## src/rtl/wb_trace_checker_pkg.sv

```systemverilog
// Shared types and constants for the write-back trace checker.
// Defines the entry layout, the FSM states and the error codes.
package wb_trace_checker_pkg;

  localparam int TC_ENTRY_W = 69;

  typedef enum logic [1:0] {
    TC_ST_RUN  = 2'd0,
    TC_ST_PASS = 2'd1,
    TC_ST_FAIL = 2'd2
  } tc_state_e;

  typedef enum logic [1:0] {
    TC_ERR_NONE     = 2'd0,
    TC_ERR_MISMATCH = 2'd1,
    TC_ERR_OVERFLOW = 2'd2,
    TC_ERR_EXTRA    = 2'd3
  } tc_err_e;

  // One retired register write: {pc, destination register, value}.
  typedef struct packed {
    logic [31:0] pc;
    logic [4:0]  rd;
    logic [31:0] value;
  } tc_entry_t;

  // A write is traced only when it really changes architectural state.
  function automatic logic is_capture(input logic have_inst, input logic ena,
                                      input logic [4:0] rd);
    return have_inst && ena && (rd != 5'd0);
  endfunction

endpackage

```

## src/rtl/wb_trace_checker_trace_fifo.sv

```systemverilog
// Synchronous capture FIFO for the trace checker.
// Push at full is accepted only when a pop happens in the same cycle.
module trace_fifo
  import wb_trace_checker_pkg::*;
#(
  parameter int DEPTH = 8,
  parameter int W     = TC_ENTRY_W
) (
  input  logic         cpu_clk,
  input  logic         cpu_rst,
  input  logic         push,
  input  logic [W-1:0] push_data,
  input  logic         pop,
  output logic [W-1:0] pop_data,
  output logic         full,
  output logic         empty
);

  localparam int AW = $clog2(DEPTH);

  logic [W-1:0]  mem [DEPTH];
  logic [AW-1:0] wr_ptr;
  logic [AW-1:0] rd_ptr;
  logic [AW:0]   count;
  logic          do_push;
  logic          do_pop;

  assign full     = (count == (AW+1)'(DEPTH));
  assign empty    = (count == '0);
  assign do_pop   = pop && !empty;
  assign do_push  = push && (!full || do_pop);
  assign pop_data = mem[rd_ptr];

  // Pointer and occupancy bookkeeping; pointers wrap naturally.
  always_ff @(posedge cpu_clk) begin
    // NOTE: sequential state uses non-blocking assignments so every register
    // samples pre-edge values regardless of statement order.
    if (cpu_rst) begin
      wr_ptr <= '0;
      rd_ptr <= '0;
      count  <= '0;
    end else begin
      if (do_push) wr_ptr <= wr_ptr + AW'(1);
      if (do_pop)  rd_ptr <= rd_ptr + AW'(1);
      case ({do_push, do_pop})
        2'b10:   count <= count + (AW+1)'(1);
        2'b01:   count <= count - (AW+1)'(1);
        default: count <= count;
      endcase
    end
  end

  // Entry storage write port.
  always_ff @(posedge cpu_clk) begin
    // NOTE: storage is deliberately not reset; the pointers and count define
    // which words are valid, so stale data is never observed.
    if (do_push) mem[wr_ptr] <= push_data;
  end

endmodule

```

## config.mk

```make
export PLATFORM = sky130hd
export DESIGN_NAME = trace_fifo
export DESIGN_NICKNAME = d
export VERILOG_FILES = /design/src/rtl/wb_trace_checker_pkg.sv /design/src/rtl/wb_trace_checker_trace_fifo.sv
export SDC_FILE = /design/constraint.sdc
export NUM_CORES = 1
export LEC_CHECK = 0
export BUFFER_PORTS_ARGS = -buffer_cell sky130_fd_sc_hd__buf_2
export CORE_MARGIN = 3
export CORE_UTILIZATION = 35
export CTS_CLUSTER_DIAMETER = 30
export CTS_CLUSTER_SIZE = 8
export DETAILED_ROUTE_END_ITERATION = 10
export PLACE_DENSITY = 0.54
export SYNTH_ARGS = -nofsm -noshare
export SYNTH_HDL_FRONTEND = slang
export SYNTH_SLANG_ARGS = --single-unit
```

## constraint.sdc

```tcl
create_clock -name cpu_clk -period 21.9 [get_ports cpu_clk]
set_input_delay 0 -clock cpu_clk [delete_from_list [all_inputs] [get_ports cpu_clk]]
set_output_delay 0 -clock cpu_clk [all_outputs]
set_load 0.03 [all_outputs]
```

==> run metrics, run 1 <==
Avg WL per Cell=22.4 um; DIE AREA=64,300 um2; Final period util=17.4%; Num CTS Buffers=113; cell mode on critical path=buf_4; max_cap viols=0; Syn-to-layout area delta=28.4%; Static Leak=9.06 nW; Worst R2R End=mem[6][53]$_DFFE_PP_; Pre-antenna DRT Iters=4; Die Width=253 um; fin crit period=3.81 ns; CTS tree=done; Unique masters post-synth=36; Layout Nets=1,271; Core Region=60,500 um2; worst hold slack=0.157 ns; cell taking the most area after synthesis=edfxtp_1; io pins=144; Longest Clk Path Bufs=3; PD cells=129 nW/um2; post-synthesis cell count=881; initial antenna violation count=3; worst path buffer plus inverter count=3; H-tree depth=3; PortBufs=143; Seq cells post-synth=565; Max-Slew Margin vs Limit=32.1%; Syn Nets=959; FMAX=263 MHz; fin cells=2,074; r2r setup slk=18.77 ns; Avg Cell Area, Syn=24.3 um2; Setup crit end kind=primary output; post_cts resized=0; Critical Path Source Type=flop; status=completed; setup TNS=0 ns; most frequent cells in the layout=edfxtp_1, buf_2, mux4_2, clkbuf_16, dlygate4sd3_1; Netlist Area Pre-Place=21,400 um2; Clock Latency Late Sink=0.65 ns; Tot GR Track Use=14.8%; slowest stage delay, CP=0.78 ns; Layout fillers=5,079; FF-to-FF Start=count[0]$_SDFFE_PP0P_; Slew @ Worst Pin=1.02 ns; Seq/Total Area, Yosys=78.5%; total of warnings raised by yosys=0; Final setup viols=0; clock slew at reported path FFs=0.05 ns; top cell type's share of synthesized area=77.3%; crit path max fanout=42; Pins Over Slew Limit=0; data arrival time of the worst path=3.81 ns; Hold Fails Final Rpt=0; final WL=46,500 um; layout cells sized above 1=42.8%; routed vias=9,987; Critical Path Slowest Stage Cell=buf_4; Area contributors post-synth=edfxtp_1, mux4_2, mux2_2; hold path depth=2; first-pass GRT wire length=69,700 um; worst path cell trace=buf_4 -> buf_4 -> mux4_2 -> mux2_2 -> buf_2; unrepaired setup endpoints after global routing=no; largest net degree at the start of global routing=65; hpwl dp=23,800 um; gr ovfl total=0; total power=3.56 mW; Hold EP=mem[3][32]$_DFFE_PP_; DR DRC count=0; antenna-violating nets left=0; Initial Util=35.5%; Vias/cell=4.82; Worst Reg2Reg Path Length in Cells=4; Required @ worst endpoint=21.90 ns; Hold Path Origin=push_data[32]; most common cell after layout, fill and taps aside=edfxtp_1; vias in the first global route=11,238; clk sink count=565; worst clock skew=0.0156 ns; Root Driver=clkbuf_16; CP top delay family=buffers and inverters; Hold Path Class=input pin to flop; die height=253 um; Iter 0 DRT Violations=516; placed cells=1,785; critical path class=flop to primary output; worst vdd ir=0.0777 mV; routability cong.=0.712; row cnt=90
## sequential cells by signal (all words and copies together), names as in the netlist, named ones only
signal,flops
count,4
wr_ptr,3
rd_ptr,3
mem,552
## cells in the mapped netlist
library cell and count:
a211oi_1 1, a211oi_2 1, a21oi_1 2, a31oi_1 1, and2_1 1, buf_1 10, buf_2 5, buf_6 14
clkbuf_1 14, dfxtp_1 13, edfxtp_1 552, fa_1 1, ha_1 4, inv_1 3, mux2_2 69, mux2i_1 3
mux4_2 138, nand2_1 2, nand2b_1 4, nand3_1 2, nand3b_1 1, nand4b_1 1, nor2_1 15, nor3_1 5
nor4_1 1, nor4bb_1 1, o211ai_1 3, o21ai_1 1, o21ai_2 1, o21bai_1 1, o311a_1 1, o31ai_1 1
or2_2 1, or3_1 1, xnor2_1 3, xor2_1 4
## layer usage
layer  part of all wire (%)  global-route usage (%)  vias to the layer above
met2                     50                    24.5                      238
met3                    5.2                    3.65                       91
met1                     43                    19.1                     5217
met5                  0.062                       0                        -
li1                       -                       -                     4437
met4                    1.9                    5.22                        4
## timing repair
action | CTS | global route
setup endpoints to repair | 0 | 0
hold buffers | 75 | 0
hold endpoints to repair | 565 | 0
buffers inserted | 0 | 0
## worst max path at each step
| stage | to | cells past startpoint | slack, ns | from |
|---|---|---|---|---|
| after floorplan | mem[0][0]$_DFFE_PP_ | 4 | 13.83 | count[0]$_SDFFE_PP0P_ |
| after global placement | pop_data[39] | 5 | 18.61 | flop |
| after global routing | pop_data[39] | 5 | 17.73 | flop |
| final | pop_data[63] | 5 | 18.09 | flop |
| after detailed placement | pop_data[39] | 5 | 18.61 | flop |
| after CTS | pop_data[39] | 5 | 17.90 | flop |
## final cells by class
| cell class | instances | area [um2] | area share [%] |
|---|---|---|---|
| Multi-Input combinational cell | 270 | 4370 | 15.9 |
| Antenna cell | 1 | 2.50 | 0.00909 |
| Inverter | 3 | 11.3 | 0.0409 |
| Timing Repair Buffer | 240 | 1630 | 5.93 |
| Clock inverter | 73 | 681 | 2.47 |
| Clock buffer | 140 | 3010 | 10.9 |
| Sequential cell | 565 | 16800 | 61.2 |
| Tap cell | 782 | 978 | 3.55 |
## logic make-up after synthesis
| logic type | after synthesis | synth area share, % |
|---|---|---|
| multiplexers | 210 | 18.3 |
| AO/OA/AOI/OAI | 13 | 0.455 |
| buffers and inverters | 46 | 1.32 |
| AND/OR/NAND/NOR | 35 | 0.817 |
| flip-flops | 565 | 78.5 |
| XOR/XNOR | 7 | 0.286 |
| adder cells (fa/ha/maj) | 5 | 0.327 |
## power breakdown
| part | leakage, nW | total (mW) | internal [mW] | switching [mW] |
|---|---|---|---|---|
| sequential | 5.12 | 1.27 | 1.24 | 0.0318 |
| clock | 1.77 | 1.61 | 1.08 | 0.528 |
| combinational | 2.17 | 0.679 | 0.306 | 0.373 |
| total | 9.06 | 3.56 | 2.63 | 0.933 |
## stage by stage
stage / worst slack, ns / area, um2 / utilization (%)
CTS: 17.90 / 27500 / 45.5
global placement: 18.61 / 23100 / 38.2
global route: 17.73 / 27500 / 45.5
floorplan: 13.83 / 21400 / -
finish: 18.09 / 27500 / 45.5
detailed placement: 18.61 / 23100 / 38.2
Power figures use the tool's default switching activity.
==> run 2, diff against run 1 <==
--- a/config.mk
+++ b/config.mk
@@ -5,13 +5,14 @@
 export SDC_FILE = /design/constraint.sdc
 export NUM_CORES = 1
 export LEC_CHECK = 0
+export ABC_AREA = 1
 export BUFFER_PORTS_ARGS = -buffer_cell sky130_fd_sc_hd__buf_2
 export CORE_MARGIN = 3
 export CORE_UTILIZATION = 35
 export CTS_CLUSTER_DIAMETER = 30
 export CTS_CLUSTER_SIZE = 8
 export DETAILED_ROUTE_END_ITERATION = 10
-export PLACE_DENSITY = 0.54
+export PLACE_DENSITY = 0.56
 export SYNTH_ARGS = -nofsm -noshare
 export SYNTH_HDL_FRONTEND = slang
 export SYNTH_SLANG_ARGS = --single-unit
==> constraint.sdc (replaced) <==
create_clock -name cpu_clk -period 3.5 [get_ports cpu_clk]
set_input_delay 0 -clock cpu_clk [delete_from_list [all_inputs] [get_ports cpu_clk]]
set_output_delay 0 -clock cpu_clk [all_outputs]
set_load 0.03 [all_outputs]
==> run 2 against run 1 <==
Worst setup slack worse by 17 ns. Synthesized cell count is 70% higher. Clock-buffer cell count is 5 lower. Power grew to 6.4 times the previous value. Wire length is 10% higher. First-iteration DRC count is 62% higher. Cell area is 1.7% higher. Via count is 31% higher. Largest power group unchanged.
==> run metrics, run 2 <==
cell taking the most area after synthesis=edfxtp_1; Critical Path Source Type=flop; FMAX=359 MHz; Tot GR Track Use=15.4% (+0.58 points); Max-Slew Margin vs Limit=26.1% (-5.9 points); Hold Path Class=input pin to flop; Pins Over Slew Limit=0 (unchanged); Seq cells post-synth=565 (unchanged); most frequent cells in the layout=edfxtp_1, nand2_1, nor2_1, buf_2, mux2i_1; DIE AREA=66,200 um2 (+3.1%); row cnt=91 (+1.1%); Seq/Total Area, Yosys=76.1% (-2.4 points); final core occ=45.1% (-0.39 points); Layout Nets=1,841 (+45%); die height=257 um (+1.5%); hold path depth=3 (+1); Area contributors post-synth=edfxtp_1, mux2i_1, nand2_1; DR DRC count=0 (unchanged); Die Width=257 um (+1.5%); Longest Clk Path Bufs=3 (unchanged); data arrival time of the worst path=3.03 ns (-0.78 ns); slowest stage delay, CP=0.62 ns (-0.16 ns); Clock Latency Late Sink=0.63 ns (-0.02 ns); hpwl dp=25,100 um (+5.4%); combinational share of power=22.2% (+3.2 points); io pins=144 (unchanged); Iter 0 DRT Violations=834 (+62%); Final setup viols=0 (unchanged); Pre-antenna DRT Iters=5 (+1); clk sink count=565 (unchanged); critical path depth in cells=8 (+3); routed vias=13,132 (+31%); top-count cell post-synth=edfxtp_1; CP Launch Point=count[2]$_SDFFE_PP0P_; Netlist Area Pre-Place=22,100 um2 (+3.1%); Syn Nets=1,578 (+65%); CTS tree=done; registers with the most flip-flops=mem x552, count x4; setup bufs post-CTS=0 (unchanged); max reg flops=552 (unchanged); gr ovfl total=0 (unchanged); Avg Cell Area, Syn=14.7 um2 (-39%); CP top delay family=buffers and inverters; layout cells sized above 1=18.3% (-24 points); top post-synthesis cells by count=edfxtp_1, nand2_1, nor2_1; Synth Flop Type=edfxtp_1; pre-CTS WS=1.23 ns (-17.38 ns); routability cong.=0.716 (+0.55%); async set-or-reset flop fraction in the synthesized netlist=0% (unchanged); fin cells=2,693 (+30%); worst path cell trace=inv_1 -> nand4_1 -> nand2_1 -> dlygate4sd3_1 -> inv_1 -> nand2_1 -> nor2_4 -> buf_4; Pint=16.0 mW (+510%); Core Region=62,100 um2 (+2.6%); Avg WL per Cell=19.0 um (-15%); max_cap viols=0 (unchanged); status=completed; Biggest register=mem; Worst Setup EP=mem[4][28]$_DFFE_PP_; unrepaired setup endpoints after global routing=no; final worst setup slack=0.717 ns (-17.37 ns); worst vdd ir=0.501 mV (+550%); PortBufs=143 (unchanged); final WL=51,300 um (+10%); clock slew at reported path FFs=0.04 ns (about the same); placed cells=2,413 (+35%); post_cts resized=0 (unchanged); Vias/cell=4.88 (+1.3%); post-synthesis cell count=1,500 (+70%); PD cells=819 nW/um2 (+530%); Flop pwr share=34.6% (-1.1 points); Num CTS Buffers=111 (-1.8%); Critical Path Slowest Stage Cell=dlygate4sd3_1; Initial Util=35.6% (+0.18 points); Worst R2R End=mem[4][28]$_DFFE_PP_; most common cell after layout, fill and taps aside=edfxtp_1; Required @ worst endpoint=3.75 ns (-18.15 ns); Root Driver=clkbuf_16; Clk network pwr share=43.2% (-2.0 points); Syn-to-layout area delta=26.7%; Post-synth EDFFs=552 (unchanged); Unique masters post-synth=25 (-31%); Setup crit end kind=flop; worst path buffer plus inverter count=4 (+1); critical path class=flop to flop; initial antenna violation count=5 (+2); total of warnings raised by yosys=0 (unchanged); top cell type's share of synthesized area=75.0% (-2.3 points); Worst Reg2Reg Path Length in Cells=8 (+4); fin crit period=2.78 ns; antenna-violating nets left=0 (unchanged); FF-to-FF Start=count[2]$_SDFFE_PP0P_; Hold Fails Final Rpt=0 (unchanged); Sw Pwr=6.91 mW (+640%); largest net degree at the start of global routing=147 (+130%); Slew @ Worst Pin=1.11 ns (+0.0892 ns); r2r setup slk=0.72 ns (-18.05 ns); Static Leak=9.74 nW (+7.5%); H-tree depth=3 (unchanged); Final period util=79.5%; sw frac=30.1% (+4.0 points); first-pass GRT wire length=78,900 um (+13%); worst clock skew=0.0158 ns (+0.000193 ns); vias in the first global route=13,446 (+20%); crit path max fanout=43 (+2.4%)
==> run 2: worst min path at each step <==
stage	from	endpoint	slack (ns)
2_1_floorplan	cpu_rst	count[0]$_SDFFE_PP0P_	0.07
3_3_place_gp	cpu_rst	count[0]$_SDFFE_PP0P_	0.24
3_5_place_dp	cpu_rst	count[0]$_SDFFE_PP0P_	0.24
4_1_cts	cpu_rst	wr_ptr[2]$_SDFFE_PP0P_	0.10
5_1_grt	cpu_rst	wr_ptr[0]$_SDFFE_PP0P_	0.15
6_report	cpu_rst	wr_ptr[2]$_SDFFE_PP0P_	0.14
==> run 2: metal layers <==
| layer | vias up | global-route usage (%) | wire length [um] |
|---|---|---|---|
| li1 | 6194 | - | - |
| met1 | 6508 | 20.7 | 23100 |
| met2 | 320 | 24.3 | 24000 |
| met3 | 104 | 3.45 | 2760 |
| met4 | 6 | 6.28 | 1310 |
| met5 | - | 0 | 34 |
==> run 2: stage by stage <==
| stage | hold slack [ns] | instance area [um2] | power [mW] | setup TNS [ns] |
|---|---|---|---|---|
| after CTS | 0.103 | 28000 | 23.2 | 0 |
| after global routing | 0.147 | 28000 | 24.0 | 0 |
| after detailed placement | 0.243 | 23700 | 13.1 | 0 |
| final | 0.139 | 28000 | 22.9 | 0 |
| after floorplan | 0.0691 | 22100 | 11.8 | -270.32 |
| after global placement | 0.236 | 23700 | 13.1 | 0 |
==> run 2: cell families after synthesis <==
| logic type | count (synthesis) | synth area share (%) |
|---|---|---|
| xor gates and xnor gates | 2 | 0.0792 |
| DFF | 565 | 76.1 |
| adders and majority gates | 5 | 0.317 |
| muxes | 138 | 6.25 |
| buffers and inverters | 109 | 3.11 |
| and+or+nand+nor | 392 | 6.72 |
| AOI/OAI and AO/OA | 289 | 7.38 |
==> run 2: final cells by class <==
cell class,count,area (um2)
fill,5451,34000
sequential,565,16800
multi-input combinational,826,4650
clock buffer,135,2930
timing repair buffer,241,1810
tap,837,1050
clock inverter,69,652
inverter,18,70.1
antenna,2,5.00
==> run 2: worst min-delay path, delay by kind of cell <==
family / cells / cell delay, ns
buffers and inverters: 2 / 0.66
AO/OA/AOI/OAI: 1 / 0.05
==> run 2: power by group through the flow <==
stage	Combinational, mW	Clock [mW]	Sequential [mW]
after floorplan	3.85	0	7.97
after global placement	5.05	0	8.03
after detailed placement	5.09	0	8.05
after CTS	5.19	10.1	7.93
after global routing	5.58	10.5	7.95
final	5.10	9.91	7.93
==> run 2: what timing repair did <==
action	CTS	global route
hold buffers	74	0
setup endpoints to repair	0	0
hold endpoints to repair	565	0
